**config.mk**
```make
export PLATFORM = sky130hd
export DESIGN_NAME = mul_seq
export DESIGN_NICKNAME = d
export VERILOG_FILES = /design/src/rtl/mul_seq.sv
export SDC_FILE = /design/constraint.sdc
export NUM_CORES = 1
export LEC_CHECK = 0
export ABC_AREA = 1
export BUFFER_PORTS_ARGS = -buffer_cell sky130_fd_sc_hd__clkbuf_2
export CAP_MARGIN = 40
export CORE_ASPECT_RATIO = 0.8
export CORE_UTILIZATION = 35
export DETAILED_ROUTE_END_ITERATION = 10
export GPL_ROUTABILITY_DRIVEN = 0
export HOLD_SLACK_MARGIN = 0.1
export REMOVE_ABC_BUFFERS = 1
export SLEW_MARGIN = 10
export SYNTH_ARGS = -nofsm -noshare
export SYNTH_HDL_FRONTEND = slang
export SYNTH_SLANG_ARGS = --single-unit
export TNS_END_PERCENT = 50
```
**constraint.sdc**
```tcl
create_clock -name clk -period 6.85 [get_ports clk]
set_input_delay 0.3425 -clock clk [delete_from_list [all_inputs] [get_ports clk]]
set_output_delay 0.3425 -clock clk [all_outputs]
set_load 0.02 [all_outputs]
```
**src/rtl/mul_seq.sv**
```systemverilog
// Iterative shift-add multiplier: WIDTH x WIDTH -> 2*WIDTH, signed or unsigned, one multiplier bit per cycle.
// Latency: start sampled at edge k -> done pulses in the cycle after edge k+WIDTH+3.
// Backpressure: none; start is accepted only in IDLE and ignored while busy (no queuing).
module mul_seq #(
    parameter int WIDTH = 32
) (
    input  logic             clk,
    input  logic             reset,
    input  logic             start,
    input  logic             is_signed,
    input  logic             long_en,
    input  logic [WIDTH-1:0] a,
    input  logic [WIDTH-1:0] b,
    output logic             busy,
    output logic             done,
    output logic [WIDTH-1:0] result_lo,
    output logic [WIDTH-1:0] result_hi
);

    localparam int             CW       = $clog2(WIDTH) + 1;
    localparam int             PW       = 2 * WIDTH;
    localparam logic [CW-1:0]  CNT_LAST = CW'(WIDTH);

    typedef enum logic [2:0] {
        S_IDLE = 3'd0,
        S_PREP = 3'd1,
        S_RUN  = 3'd2,
        S_FIX  = 3'd3,
        S_DONE = 3'd4
    } state_t;

    state_t            state_q, state_d;
    logic [CW-1:0]     cnt_q, cnt_d;
    logic [WIDTH-1:0]  ma_q, ma_d;       // multiplicand (operand, then magnitude)
    logic [WIDTH-1:0]  mb_q, mb_d;       // multiplier, consumed LSB first
    logic [PW-1:0]     acc_q, acc_d;     // {acc_hi, acc_lo}; product forms from the top down
    logic              neg_q, neg_d;
    logic              sgn_q, sgn_d;
    logic              long_q, long_d;
    logic [WIDTH-1:0]  res_lo_q, res_lo_d;
    logic [WIDTH-1:0]  res_hi_q, res_hi_d;

    logic [WIDTH:0]    sum;              // WIDTH+1 bits so the carry feeds the shift
    logic [WIDTH-1:0]  addend;
    logic [PW-1:0]     prod;

    // Next-state, datapath and status decode for the multiply sequencer.
    always_comb begin
        state_d  = state_q;
        cnt_d    = cnt_q;
        ma_d     = ma_q;
        mb_d     = mb_q;
        acc_d    = acc_q;
        neg_d    = neg_q;
        sgn_d    = sgn_q;
        long_d   = long_q;
        res_lo_d = res_lo_q;
        res_hi_d = res_hi_q;
        addend   = '0;
        sum      = '0;
        prod     = '0;
        busy     = 1'b0;
        done     = 1'b0;

        case (state_q)
            S_IDLE: begin
                if (start) begin
                    ma_d    = a;
                    mb_d    = b;
                    sgn_d   = is_signed;
                    long_d  = long_en;
                    state_d = S_PREP;
                end
            end

            S_PREP: begin
                busy = 1'b1;
                // The most negative value negates to itself, which is its
                // correct magnitude when read as unsigned.
                ma_d    = (sgn_q && ma_q[WIDTH-1]) ? (~ma_q + WIDTH'(1)) : ma_q;
                mb_d    = (sgn_q && mb_q[WIDTH-1]) ? (~mb_q + WIDTH'(1)) : mb_q;
                neg_d   = sgn_q & (ma_q[WIDTH-1] ^ mb_q[WIDTH-1]);
                acc_d   = '0;
                cnt_d   = '0;
                state_d = S_RUN;
            end

            S_RUN: begin
                busy = 1'b1;
                if (cnt_q == CNT_LAST) begin
                    state_d = S_FIX;
                end else begin
                    addend = mb_q[0] ? ma_q : '0;
                    sum    = {1'b0, acc_q[PW-1:WIDTH]} + {1'b0, addend};
                    // Shift {carry, acc_hi, acc_lo} right by one; acc_lo[0] drops out.
                    acc_d  = {sum, acc_q[WIDTH-1:1]};
                    mb_d   = {1'b0, mb_q[WIDTH-1:1]};
                    cnt_d  = cnt_q + CW'(1);
                end
            end

            S_FIX: begin
                busy     = 1'b1;
                prod     = neg_q ? (~acc_q + PW'(1)) : acc_q;
                res_lo_d = prod[WIDTH-1:0];
                res_hi_d = long_q ? prod[PW-1:WIDTH] : '0;
                state_d  = S_DONE;
            end

            S_DONE: begin
                busy    = 1'b1;
                done    = 1'b1;
                state_d = S_IDLE;
            end

            default: begin
                // Illegal encoding: recover to IDLE with outputs at reset values.
                res_lo_d = '0;
                res_hi_d = '0;
                cnt_d    = '0;
                state_d  = S_IDLE;
            end
        endcase
    end

    // State and datapath registers; reset aborts any operation in flight.
    always_ff @(posedge clk or posedge reset) begin
        if (reset) begin
            state_q  <= S_IDLE;
            cnt_q    <= '0;
            ma_q     <= '0;
            mb_q     <= '0;
            acc_q    <= '0;
            neg_q    <= 1'b0;
            sgn_q    <= 1'b0;
            long_q   <= 1'b0;
            res_lo_q <= '0;
            res_hi_q <= '0;
        end else begin
            state_q  <= state_d;
            cnt_q    <= cnt_d;
            ma_q     <= ma_d;
            mb_q     <= mb_d;
            acc_q    <= acc_d;
            neg_q    <= neg_d;
            sgn_q    <= sgn_d;
            long_q   <= long_d;
            res_lo_q <= res_lo_d;
            res_hi_q <= res_hi_d;
        end
    end

    assign result_lo = res_lo_q;
    assign result_hi = res_hi_q;

endmodule

```
== After elaboration in Yosys (flattened, before gate mapping) ==
Index checks and enable logic that the tools add are counted.

* Register bits after elaboration: 204
* Bits of input ports: 69
* Output and inout port bits: 66
* Logic and storage cells: 67

* Add/sub/neg operators: 5
* Equal/unequal tests: 10
* Multiplexer cells: 21
* Bitwise logic cells: 6
* Reductions and logical operators: 15

{| class="wikitable"
|+ Operators by type and width
! cell !! count
|-
| two-way mux 32 bit || 7
|-
| case mux 32 bit (2 select lines) || 3
|-
| two-way mux 64 bit || 2
|-
| case mux 64 bit (2 select lines) || 1
|-
| case mux 32 bit (3 select lines) || 1
|-
| adder 32 x 1 -> 32 bit (second input constant) || 2
|-
| adder 64 x 1 -> 64 bit (second input constant) || 1
|-
| NOT 32 bit || 2
|-
| NOT 64 bit || 1
|-
| adder 32 x 32 -> 33 bit || 1
|-
| case mux 3 bit (4 select lines) || 1
|-
| case mux 6 bit (2 select lines) || 1
|-
| != test 2 bit (second input constant) || 5
|-
| AND reduction 2 bit || 4
|-
| OR reduction 4 bit || 2
|-
| adder 6 x 1 -> 6 bit (second input constant) || 1
|-
| == test 3 x 2 -> 1 bit (second input constant) || 2
|-
| == test 6 bit (second input constant) || 1
|-
| two-way mux 3 bit || 2
|-
| two-way mux 6 bit || 1
|-
| AND reduction 4 bit || 1
|-
| nonzero test 2 bit || 2
|-
| == test 3 x 1 -> 1 bit (second input constant) || 1
|-
| == test 3 bit (second input constant) || 1
|-
| 9 further kinds || 11
|}

== Logic depth before layout (Yosys ltp) ==
Gate-level depths: netlist of run 1.

* Depth in word-level cells: 5
* Mapped depth: 19
* Depth with buffers taken out: 17

== Worst setup path after synthesis of run 1 ==
No wires, ideal clock.

* Path kind: flip-flop to flip-flop
* From: register mb_q[0]
* To: register acc_q[61]
* Library setup time: 0.118 ns
* Arrival time: 2.236 ns
* Data required time: 6.732 ns
* Setup slack: 4.496 ns
* Stages on the path, launching flop included: 20
* Buffers on the path: 2
* Period minus slack after synthesis: 2.354 ns
* Cells stage by stage: dfrtp_1 > buf_2 > clkbuf_1 > nand2_1 > inv_1 > ha_1 > inv_1 > fa_1 > inv_1 > nand3_1 > nand3_1 > nand2_1 > nand2_1 > nand2_1 > nand2_1 > nand2_1 > nand2_1 > nand2_1 > nand3_1 > nand2_1

* Word-level cells in the longest chain between the ends: 4

{| class="wikitable"
|+ RTL lines
! item !! RTL line !! source
|-
| start, declared || 35 || <nowiki>logic [WIDTH-1:0] mb_q, mb_d;</nowiki>
|-
| start signal, assigned || 143 || <nowiki>mb_q <= mb_d;</nowiki>
|-
| two-way mux 32 bit || 93 || <nowiki>addend = mb_q[0] ? ma_q : '0;</nowiki>
|-
| adder 32 x 32 -> 33 bit || 94 || <nowiki>sum = {1'b0, acc_q[PW-1:WIDTH]} + {1'b0, addend};</nowiki>
|-
| two-way mux 64 bit || 90 || <nowiki>if (cnt_q == CNT_LAST) begin</nowiki>
|-
| case mux 64 bit (2 select lines) || 65 || <nowiki>case (state_q)</nowiki>
|-
| end signal, assigned || 133 || <nowiki>acc_q <= '0;</nowiki>
|-
| end signal, assigned || 144 || <nowiki>acc_q <= acc_d;</nowiki>
|-
| end, declared || 36 || <nowiki>logic [PW-1:0] acc_q, acc_d;</nowiki>
|}

No other way between the ends. The select of a mux whose other input is x is not followed.
A chain may end at the register's enable or synchronous reset.

== Worst setup path in the final report of run 1 ==
* From: register state_q[2]
* To: register acc_q[2]

* Word-level cells in the longest chain between the ends: 3
* Elaborated cells on any way between the ends: 6
* Those cells by class: eq/ne: 3; mux: 1; reduce/logical: 2

{| class="wikitable"
|+ RTL lines
! item !! RTL line !! source
|-
| start, declared || 32 || <nowiki>state_t state_q, state_d;</nowiki>
|-
| start signal, assigned || 140 || <nowiki>state_q <= state_d;</nowiki>
|-
| == test 3 x 2 -> 1 bit or == test 3 x 1 -> 1 bit (tied branches) || 65 ||
|-
| != test 2 bit (no line) or nonzero test 2 bit (tied branches) || n/a ||
|-
| AND reduction 2 bit (no line) || n/a ||
|}

Several ways; a longest one is shown, not always the timed one.

==> impl_metrics.py, run 1 <==
metrics = {
    "run_status": {
        "status": "completed",
    },
    "global_route": {
        "grt_overflow": 0,
        "grt_use_total_pct": 22.3,
        "antenna_found_initial": 1,
        "grt_max_degree": 104,
        "grt_pass1_wl_um": 76200,
        "grt_pass1_vias": 14160,
    },
    "worst_setup_path": {
        "cp_max_fo": 45,
        "worst_ep_required_time_ns": 7.22,
        "start_kind": "flip-flop",
        "crit_type": "reg -> reg",
        "endpoint_kind": "flip-flop",
        "crit_arrival_ns": 3.52,
    },
    "clock_tree": {
        "post_cts_buffers": 0,
        "ctsResizeCount": 0,
        "cts_max_path_buffers": 3,
        "clkLatencyLatePin_ns": 0.55,
        "cts_buffers": 24,
        "cts_tree": "built",
        "clk_pin_slew_ns": 0.06,
        "htreeDepth": 1,
        "hold_buffers": 13,
        "cts_root_buf": "clkbuf_16",
        "clock-sinks": 204,
    },
    "synth": {
        "ys_seq_elements": 204,
        "ys.flop_type": "dfrtp_1",
        "yosysUniqueCellTypes": 44,
        "yosysTopAreaCell": "dfrtp_1",
        "synthCells": 2297,
        "syn_area_um2": 14700,
        "synth_edf_count": 0,
        "netlist.area_leader.share_pct": 34.8,
        "synth-async-reset-ratio_pct": 100,
        "synth.avg_cell_area_um2": 6.39,
        "synth_warnings": 0,
        "synthTopCellsByArea": "dfrtp_1, nand2_1, nand3_1",
        "ys_seq_area_share_pct": 34.8,
    },
    "sta": {
        "setup_tns_ns": 0,
        "setup_viol": 0,
        "finalCriticalPeriod_ns": 3.15,
        "fmax_mhz": 317,
        "whs_ns": 0.109,
        "tightest_slew_ns": 0.869,
        "fin_skew_ns": 0.0291,
        "slew_violations": 0,
        "fin_crit_sh_pct": 46.1,
        "hold_viol": 0,
        "rsz0062_at_grt": "no",
        "slew_headroom_pct": 42.0,
    },
    "floorplanning": {
        "ioPinCount": 135,
        "rows": 66,
        "initial_utilization_pct": 35.8,
        "dieWidth_um": 231,
        "core-area_um2": 41000,
        "die_height_um": 185,
        "dieArea_um2": 42800,
    },
    "drt": {
        "vias": 15504,
        "wirelength_um": 48100,
        "drt_iter0_drc": 1654,
        "drc": 0,
        "first_pass_iters": 6,
        "viasPerCell": 5.20,
        "ant_nets": 0,
        "wire_per_inst_um": 16.1,
    },
    "finish": {
        "fin_nets": 2523,
        "most-common-layout-cells": "nand2_1, inv_1, nor2_1",
        "area_growth_pct": 15.7,
        "final_common_cell": "nand2_1",
        "drive_gt1_share_pct": 9.29,
    },
    "pwr": {
        "cellPowerDensity_nw_per_um2": 458,
        "ir_drop_mv": 0.222,
        "p_leak_nw": 9.02,
        "power_mw": 7.79,
    },
    "min_path": {
        "hp-class": "in -> reg",
    },
    "placement": {
        "port_buffers": 134,
        "place_hpwl_um": 36800,
    },
    "flow_run": {
        "max_cap_violations": 0,
    },
}
-- sequential cells by signal, summed over array words and instances, names as in the netlist --
signal     cells
acc_q         64
state_q        3
cnt_q          6
result_hi     32
neg_q          1
long_q         1
sgn_q          1
result_lo     32
ma_q          32
mb_q          32
-- through the flow --
stage               utilization [%]  cells  instance area, um2  setup WS [ns]
CTS                            41.5   2978               17000           3.74
floorplan                         -   2229               14400          0.940
global placement               38.5   2915               15800           3.09
global route                   41.5   2978               17000           3.44
detailed placement             38.9   2921               15900           3.73
finish                         41.5   2979               17000           3.70
-- metal layers --
metal | GRT usage [%] | share of wire (%) | routed length [um] | vias to the layer above
met1 | 32.2 | 47 | 22600 | 7165
met2 | 33.5 | 43 | 20500 | 569
met3 | 4.53 | 8.3 | 3970 | 83
met5 | 0 | 0.035 | 17 | -
li1 | - | - | - | 7685
met4 | 5.70 | 2.2 | 1070 | 2
-- final cells by class --
type                            count  area (um2)
Inverter                          314        1190
Multi-Input combinational cell   1711        8080
Clock buffer                       33         706
Sequential cell                   204        5110
Tap cell                          544         681
Clock inverter                     11         213
Antenna cell                        1        2.50
Fill cell                        4384       24000
Timing Repair Buffer              161        1000
-- synth_stat cells, types with 4 or more instances --
master	instances
buf_2	31
o21ai_0	148
o21a_1	6
a21boi_0	4
xor2_1	7
nand2_2	5
xnor2_1	10
nand4_1	40
or2_2	6
o211ai_1	14
clkbuf_1	31
nor3_1	25
nor2_1	266
nand3_1	230
inv_1	304
a22oi_1	21
nand2_1	716
nor2_2	4
o21bai_1	6
o22ai_1	45
a21oi_1	72
inv_2	10
o21ai_1	10
nor4_1	4
ha_1	37
nand3b_1	8
dfrtp_1	204
-- final timing paths --
kind	from	end	slack (ns)	cells past startpoint
min in group asynchronous	reset	mb_q[2]	0.33	3
worst max register to register	state_q[2]	acc_q[2]	3.70	9
worst min-delay path	a[30]	ma_q[30]	0.11	4
max in group asynchronous	reset	result_hi[20]	4.87	5
worst max-delay path	state_q[2]	acc_q[2]	3.70	9
worst min register to register	result_hi[7]	result_hi[7]	0.48	2
-- cell families after synthesis --
group	Yosys count	synth area share [%]
AO/OA/AOI/OAI	341	13.3
multiplexers	1	0.0767
flip-flops	204	34.8
XOR/XNOR	17	1.01
buffers and inverters	382	10.2
adder cells (fa/ha/maj)	38	3.29
AND/OR/NAND/NOR	1314	37.3
-- critical path: stages (launching register included) --
cell and delay, ns:
dfrtp_1 0.43, inv_2 0.12, nand3_2 0.56, inv_1 0.27, nand2_2 0.12, inv_2 0.39
nor2_1 0.08, buf_4 0.22, inv_2 0.57, o22ai_1 0.15
-- report_power, final --
part | internal (mW) | switching [mW] | total, mW | leakage [nW]
Combinational | 1.31 | 2.92 | 4.23 | 5.90
Clock | 0.946 | 0.542 | 1.49 | 0.453
Sequential | 1.60 | 0.467 | 2.07 | 2.67
Total | 3.85 | 3.93 | 7.79 | 9.02
No activity file was read; power rests on OpenSTA's default activity.
==> inputs of run 2 (changes only) <==
Clock period 6.85 ns to 2.89 ns, I/O delays scaled along.
==> run 2 against run 1 <==
- via count is 2.8% higher
- clock skew fell by 0.018 ns
- critical path depth grew 4
- combinational power increased by 140%
- non-clock buffer count increased by 65
- register-to-register slack got worse by 3.3 ns
- cell count rose by 2.3%
- global-route usage increased by 0.92 points
- die area is the same
- total power increased by 140%
- flip-flop and latch count is the same
- largest cell class unchanged
- largest power group unchanged
- highest routed layer unchanged
==> impl_metrics.py, run 2 (synthesized netlist as in run 1, its figures left out) <==
metrics = {
    "run_status": {
        "status": "completed",
    },
    "sta": {
        "rsz0062_at_grt": "no",
        "tightest_slew_ns": 0.805,
        "hold_viol": 0,
        "setup_viol": 0,
        "slew_headroom_pct": 46.2,
        "finalCriticalPeriod_ns": 2.47,
        "fmax_mhz": 404,
        "slew_violations": 0,
        "fin_skew_ns": 0.0108,
        "fin_crit_sh_pct": 85.6,
    },
    "placement": {
        "port_buffers": 134,
        "dp.cells": 2930,
        "place_hpwl_um": 37200,
        "placed_area_um2": 16000,
    },
    "clock_tree": {
        "ctsResizeCount": 0,
        "cts_max_path_buffers": 3,
        "clkLatencyLatePin_ns": 0.55,
        "htreeDepth": 1,
        "cts_tree": "built",
        "cts_buffers": 26,
        "cts_root_buf": "clkbuf_16",
        "clock-sinks": 204,
        "clk_pin_slew_ns": 0.06,
    },
    "floorplanning": {
        "initial_utilization_pct": 35.8,
        "ioPinCount": 135,
        "core-area_um2": 41000,
        "dieWidth_um": 231,
        "dieArea_um2": 42800,
        "rows": 66,
        "die_height_um": 185,
    },
    "worst_setup_path": {
        "worst_ep_required_time_ns": 3.33,
        "cp_max_fo": 33,
        "start_kind": "flip-flop",
        "crit_type": "reg -> reg",
        "endpoint_kind": "flip-flop",
        "reg2reg_slack_ns": 0.42,
        "crit_arrival_ns": 2.92,
        "r2r-end": "acc_q[62]",
        "r2r_start": "mb_q[0]",
        "r2r_cells": 13,
    },
    "global_route": {
        "grt_pass1_vias": 14764,
        "antenna_found_initial": 2,
        "grt_use_total_pct": 23.2,
        "grt_pass1_wl_um": 79700,
        "grt_max_degree": 91,
        "grt_overflow": 0,
    },
    "drt": {
        "viasPerCell": 5.23,
        "drt_iter0_drc": 1509,
        "drc": 0,
        "vias": 15943,
        "wirelength_um": 49200,
        "wire_per_inst_um": 16.1,
        "first_pass_iters": 8,
        "ant_nets": 0,
    },
    "flow_run": {
        "max_cap_violations": 0,
    },
    "pwr": {
        "cellPowerDensity_nw_per_um2": 1060,
        "ir_drop_mv": 0.640,
        "p_leak_nw": 9.29,
    },
    "finish": {
        "fin_nets": 2590,
        "largest_register_ff_count": 64,
        "fin_cells": 3048,
        "area_growth_pct": 20.1,
        "most-common-layout-cells": "nand2_1, inv_1, nor2_1",
        "drive_gt1_share_pct": 9.67,
        "fin_area_um2": 17600,
        "largest-register": "acc_q",
        "final_common_cell": "nand2_1",
    },
    "min_path": {
        "hp-class": "in -> async",
    },
}
-- run 2: cell count changes in the layout (fill, tap and decap cells not counted), sizes merged --
cell / previous run / this run
dlygate4sd3: 13 / 69
buf: 14 / 23
clkinvlp: 0 / 5
clkbuf: 167 / 163
inv: 315 / 317
clkinv: 4 / 5
-- run 2: per-layer routing --
metal | vias up | GRT usage (%) | share of wire (%)
met4 | 2 | 4.93 | 2.1
met5 | - | 0 | 0.020
li1 | 7813 | - | -
met1 | 7448 | 34.0 | 48
met3 | 70 | 3.42 | 7.2
met2 | 610 | 35.8 | 43
-- run 2: worst max path at each step --
stage	cells after the start	start	slack [ns]	endpoint
floorplan	1	reset	-2.82	acc_q[0]
global placement	13	mb_q[0]	0.49	acc_q[44]
detailed placement	13	mb_q[0]	0.44	acc_q[44]
CTS	13	mb_q[0]	0.42	acc_q[44]
global route	15	mb_q[0]	0.15	acc_q[61]
finish	13	mb_q[0]	0.42	acc_q[62]
-- run 2: what timing repair did --
action,CTS,global route
setup buffers,0,0
hold endpoints to repair,154,0
hold buffers,69,0
-- run 2: cell type report --
cell class                      instances  area (um2)
Sequential cell                       204        5110
Tap cell                              544         681
Timing Repair Buffer                  226        1580
Fill cell                            4287       23300
Clock inverter                         19         277
Clock buffer                           29         703
Multi-Input combinational cell       1711        8080
Antenna cell                            1        2.50
Inverter                              314        1190
-- run 2: metrics by stage --
step | setup WS (ns) | utilization [%] | TNS, ns | power, mW | hold WS [ns]
6_report | 0.416 | 43.0 | 0 | 18.7 | 0.267
5_1_grt | 0.153 | 43.0 | 0 | 20.3 | 0.349
4_1_cts | 0.423 | 43.0 | 0 | 18.6 | 0.278
3_5_place_dp | 0.445 | 38.9 | 0 | 14.8 | 0.311
3_3_place_gp | 0.488 | 38.9 | 0 | 14.6 | 0.309
2_1_floorplan | -2.82 | - | -582.44 | 11.5 | 0.295
-- run 2: critical path: stages, from the launching register on --
cell,delay [ns]
dfrtp_1,0.37
buf_4,0.24
nand2_1,0.13
inv_1,0.08
ha_1,0.43
nand2_1,0.12
inv_1,0.09
nand2_1,0.15
nor4_1,0.30
nand2_1,0.18
nand2_1,0.10
nand2_1,0.05
nand3_1,0.06
nand2_1,0.05
-- run 2: power breakdown --
group / internal [mW] / switching, mW
Sequential: 3.80 / 1.07
Combinational: 3.16 / 7.00
Clock: 2.30 / 1.40
==> inputs of run 3 (changes only) <==
Settings changed: ABC_AREA 1 to default, PLACE_DENSITY from default to 0.51.
==> run 3 against run 2 <==
- largest power group unchanged
- total power decreased by 5.3%
- maximum frequency decreased by 17%
- cell count decreased by 25%
- area after synthesis decreased by 13%
- register-to-register slack got worse by 0.52 ns
- flip-flop and latch count unchanged
- highest routed layer is now met4
- design area decreased by 4.9%
- the run now ends with setup timing left
- critical path depth decreased by 6
- sequential share of layout area increased by 1.5 points
- count of clock-buffer cells in the layout increased by 6
- clock power decreased by 19%
==> impl_metrics.py, run 3 <==
metrics = {
    "synth": {
        "ys_seq_area_share_pct": 39.9,
        "ys_seq_elements": 204,
        "ys.flop_type": "dfrtp_1",
        "synth.most_common_cell": "dfrtp_1",
        "yosysTopAreaCell": "dfrtp_1",
        "synth_edf_count": 0,
        "yosysUniqueCellTypes": 67,
        "synthCells": 1523,
        "synth-async-reset-ratio_pct": 100,
        "synthTopCellsByArea": "dfrtp_1, o21ai_0, nand2_1",
        "synth.avg_cell_area_um2": 8.40,
        "netlist.area_leader.share_pct": 39.9,
        "synth_warnings": 0,
        "yosys-top-cells-count": "dfrtp_1, nand2_1, o21ai_0",
        "syn_area_um2": 12800,
    },
    "finish": {
        "largest-register": "acc_q",
        "fin_nets": 1907,
        "antenna_cells": 0,
        "fill_cells": 3547,
        "largest_register_ff_count": 64,
        "fin_cells": 2294,
        "most-common-layout-cells": "dfrtp_1, nand2_1, o21ai_0",
        "final_common_cell": "dfrtp_1",
        "fin_area_um2": 16800,
        "drive_gt1_share_pct": 22.9,
        "area_growth_pct": 30.9,
    },
    "worst_setup_path": {
        "endpoint_kind": "flip-flop",
        "r2r-end": "mb_q[29]",
        "cp_num_buf_inv": 0,
        "r2r_start": "mb_q[10]",
        "reg2reg_slack_ns": -0.10,
        "crit_chain": "or4_4 > or3_4 > or4_4 > or4_4 > or4_4 > a21oi_2 > o2bb2ai_1",
        "crit_type": "reg -> reg",
        "crit_family": "simple AND/OR/NAND/NOR gates",
        "cp_max_fo": 3,
        "r2r_cells": 7,
        "cpPeakStageDelay_ns": 0.53,
        "path_common_cell": "or4_4",
        "worst_ep_required_time_ns": 3.32,
        "cpMaxStageDelayCell": "or4_4",
        "start_kind": "flip-flop",
        "crit_arrival_ns": 3.43,
    },
    "placement": {
        "port_buffers": 134,
        "placed_area_um2": 14900,
        "place_hpwl_um": 29100,
        "dp.cells": 2179,
    },
    "flow_run": {
        "max_cap_violations": 0,
    },
    "drt": {
        "ant_nets": 0,
        "vias": 12461,
        "drt_iter0_drc": 729,
        "viasPerCell": 5.43,
        "drc": 0,
        "wirelength_um": 40500,
        "wire_per_inst_um": 17.7,
        "first_pass_iters": 5,
    },
    "sta": {
        "slew_violations": 0,
        "hold_viol": 0,
        "setup_viol": 1,
        "whs_ns": 0.186,
        "rsz0062_at_grt": "yes",
        "setup_tns_ns": -0.104,
        "fin_crit_sh_pct": 104,
        "fin_skew_ns": 0.0215,
        "finalCriticalPeriod_ns": 2.99,
        "slew_headroom_pct": 54.3,
        "tightest_slew_ns": 0.683,
        "setup_slack_ns": -0.104,
        "fmax_mhz": 334,
    },
    "pwr": {
        "p_leak_nw": 7.54,
        "ir_drop_mv": 0.445,
        "cellPowerDensity_nw_per_um2": 1060,
    },
    "floorplanning": {
        "core-area_um2": 35900,
        "ioPinCount": 135,
        "die_height_um": 173,
        "dieArea_um2": 37300,
        "rows": 62,
        "dieWidth_um": 216,
        "initial_utilization_pct": 35.6,
    },
    "global_route": {
        "grt_max_degree": 106,
        "grt_overflow": 0,
        "grt_pass1_vias": 12043,
        "grt_use_total_pct": 21.6,
        "antenna_found_initial": 1,
        "grt_pass1_wl_um": 65700,
    },
    "clock_tree": {
        "cts_tree": "built",
        "clk_pin_slew_ns": 0.06,
        "clkLatencyLatePin_ns": 0.56,
        "clock-sinks": 204,
        "htreeDepth": 1,
        "cts_buffers": 25,
        "cts_root_buf": "clkbuf_16",
        "cts_max_path_buffers": 3,
    },
    "min_path": {
        "hp-class": "in -> async",
    },
    "run_status": {
        "status": "complete, but fails checks",
        "violations": "setup timing",
    },
}
==> run 3: cells by family after synthesis <==
group	Yosys count	synth area share [%]
fa+ha+maj	38	3.77
simple gates	572	21.7
compound gates	478	24.1
flops	204	39.9
mux	4	0.332
buf+inv	138	4.06
xor+xnor	89	6.09
==> run 3: final cells by class <==
type | count | area (um2) | area share (%)
timing repair buffer | 346 | 2550 | 15.2
inverter | 42 | 168 | 1.00
sequential | 204 | 5100 | 30.5
tap | 480 | 601 | 3.59
clock inverter | 6 | 55.1 | 0.329
clock buffer | 35 | 713 | 4.26
multi-input combinational | 1181 | 7560 | 45.1
==> run 3: how the worst max path moves through the flow <==
| stage | start | to | slack [ns] | cells after the start |
|---|---|---|---|---|
| finish | mb_q[10] | mb_q[29] | -0.10 | 7 |
| global route | mb_q[10] | mb_q[29] | -0.18 | 7 |
| CTS | mb_q[10] | mb_q[29] | -0.11 | 7 |
| detailed placement | mb_q[2] | mb_q[29] | -0.28 | 7 |
| global placement | mb_q[2] | mb_q[29] | -0.26 | 7 |
| floorplan | reset | acc_q[0] | -2.82 | 1 |
==> run 3: metrics by stage <==
stage               setup slack (ns)  total power, mW  utilization, %
floorplan                      -2.82             10.5               -
global placement              -0.259             14.1            41.4
detailed placement            -0.275             14.2            41.4
CTS                           -0.111             17.5            45.8
global route                  -0.181             19.2            46.6
finish                        -0.104             17.7            46.6
==> run 3: power breakdown <==
part	total, mW	switching (mW)	internal [mW]	leakage, nW
sequential	4.93	1.14	3.79	2.66
combinational	9.80	5.76	4.04	4.50
clock	3.01	1.29	1.72	0.376
total	17.7	8.20	9.55	7.54
==> run 3: worst min-delay path: stages <==
cell	delay, ns
dlygate4sd3_1	0.53
clkbuf_2	0.14
inv_8	0.07
buf_12	0.20
==> run 3: what timing repair did <==
item	in CTS	in global routing
pin swaps	15	19
hold buffers	68	0
buffers inserted	3	2
setup endpoints to repair	21	46
resized for setup	29	72
endpoints found under the hold margin	168	0
==> run 3: per-layer routing <==
| metal | share of wire (%) | global-route usage (%) | wire, um | vias up |
|---|---|---|---|---|
| li1 | - | - | - | 6161 |
| met1 | 50 | 32.9 | 20400 | 5953 |
| met2 | 43 | 31.9 | 17300 | 283 |
| met3 | 4.3 | 2.81 | 1760 | 64 |
| met4 | 2.6 | 5.70 | 1060 | 0 |
| met5 | 0 | 0 | 0 | - |
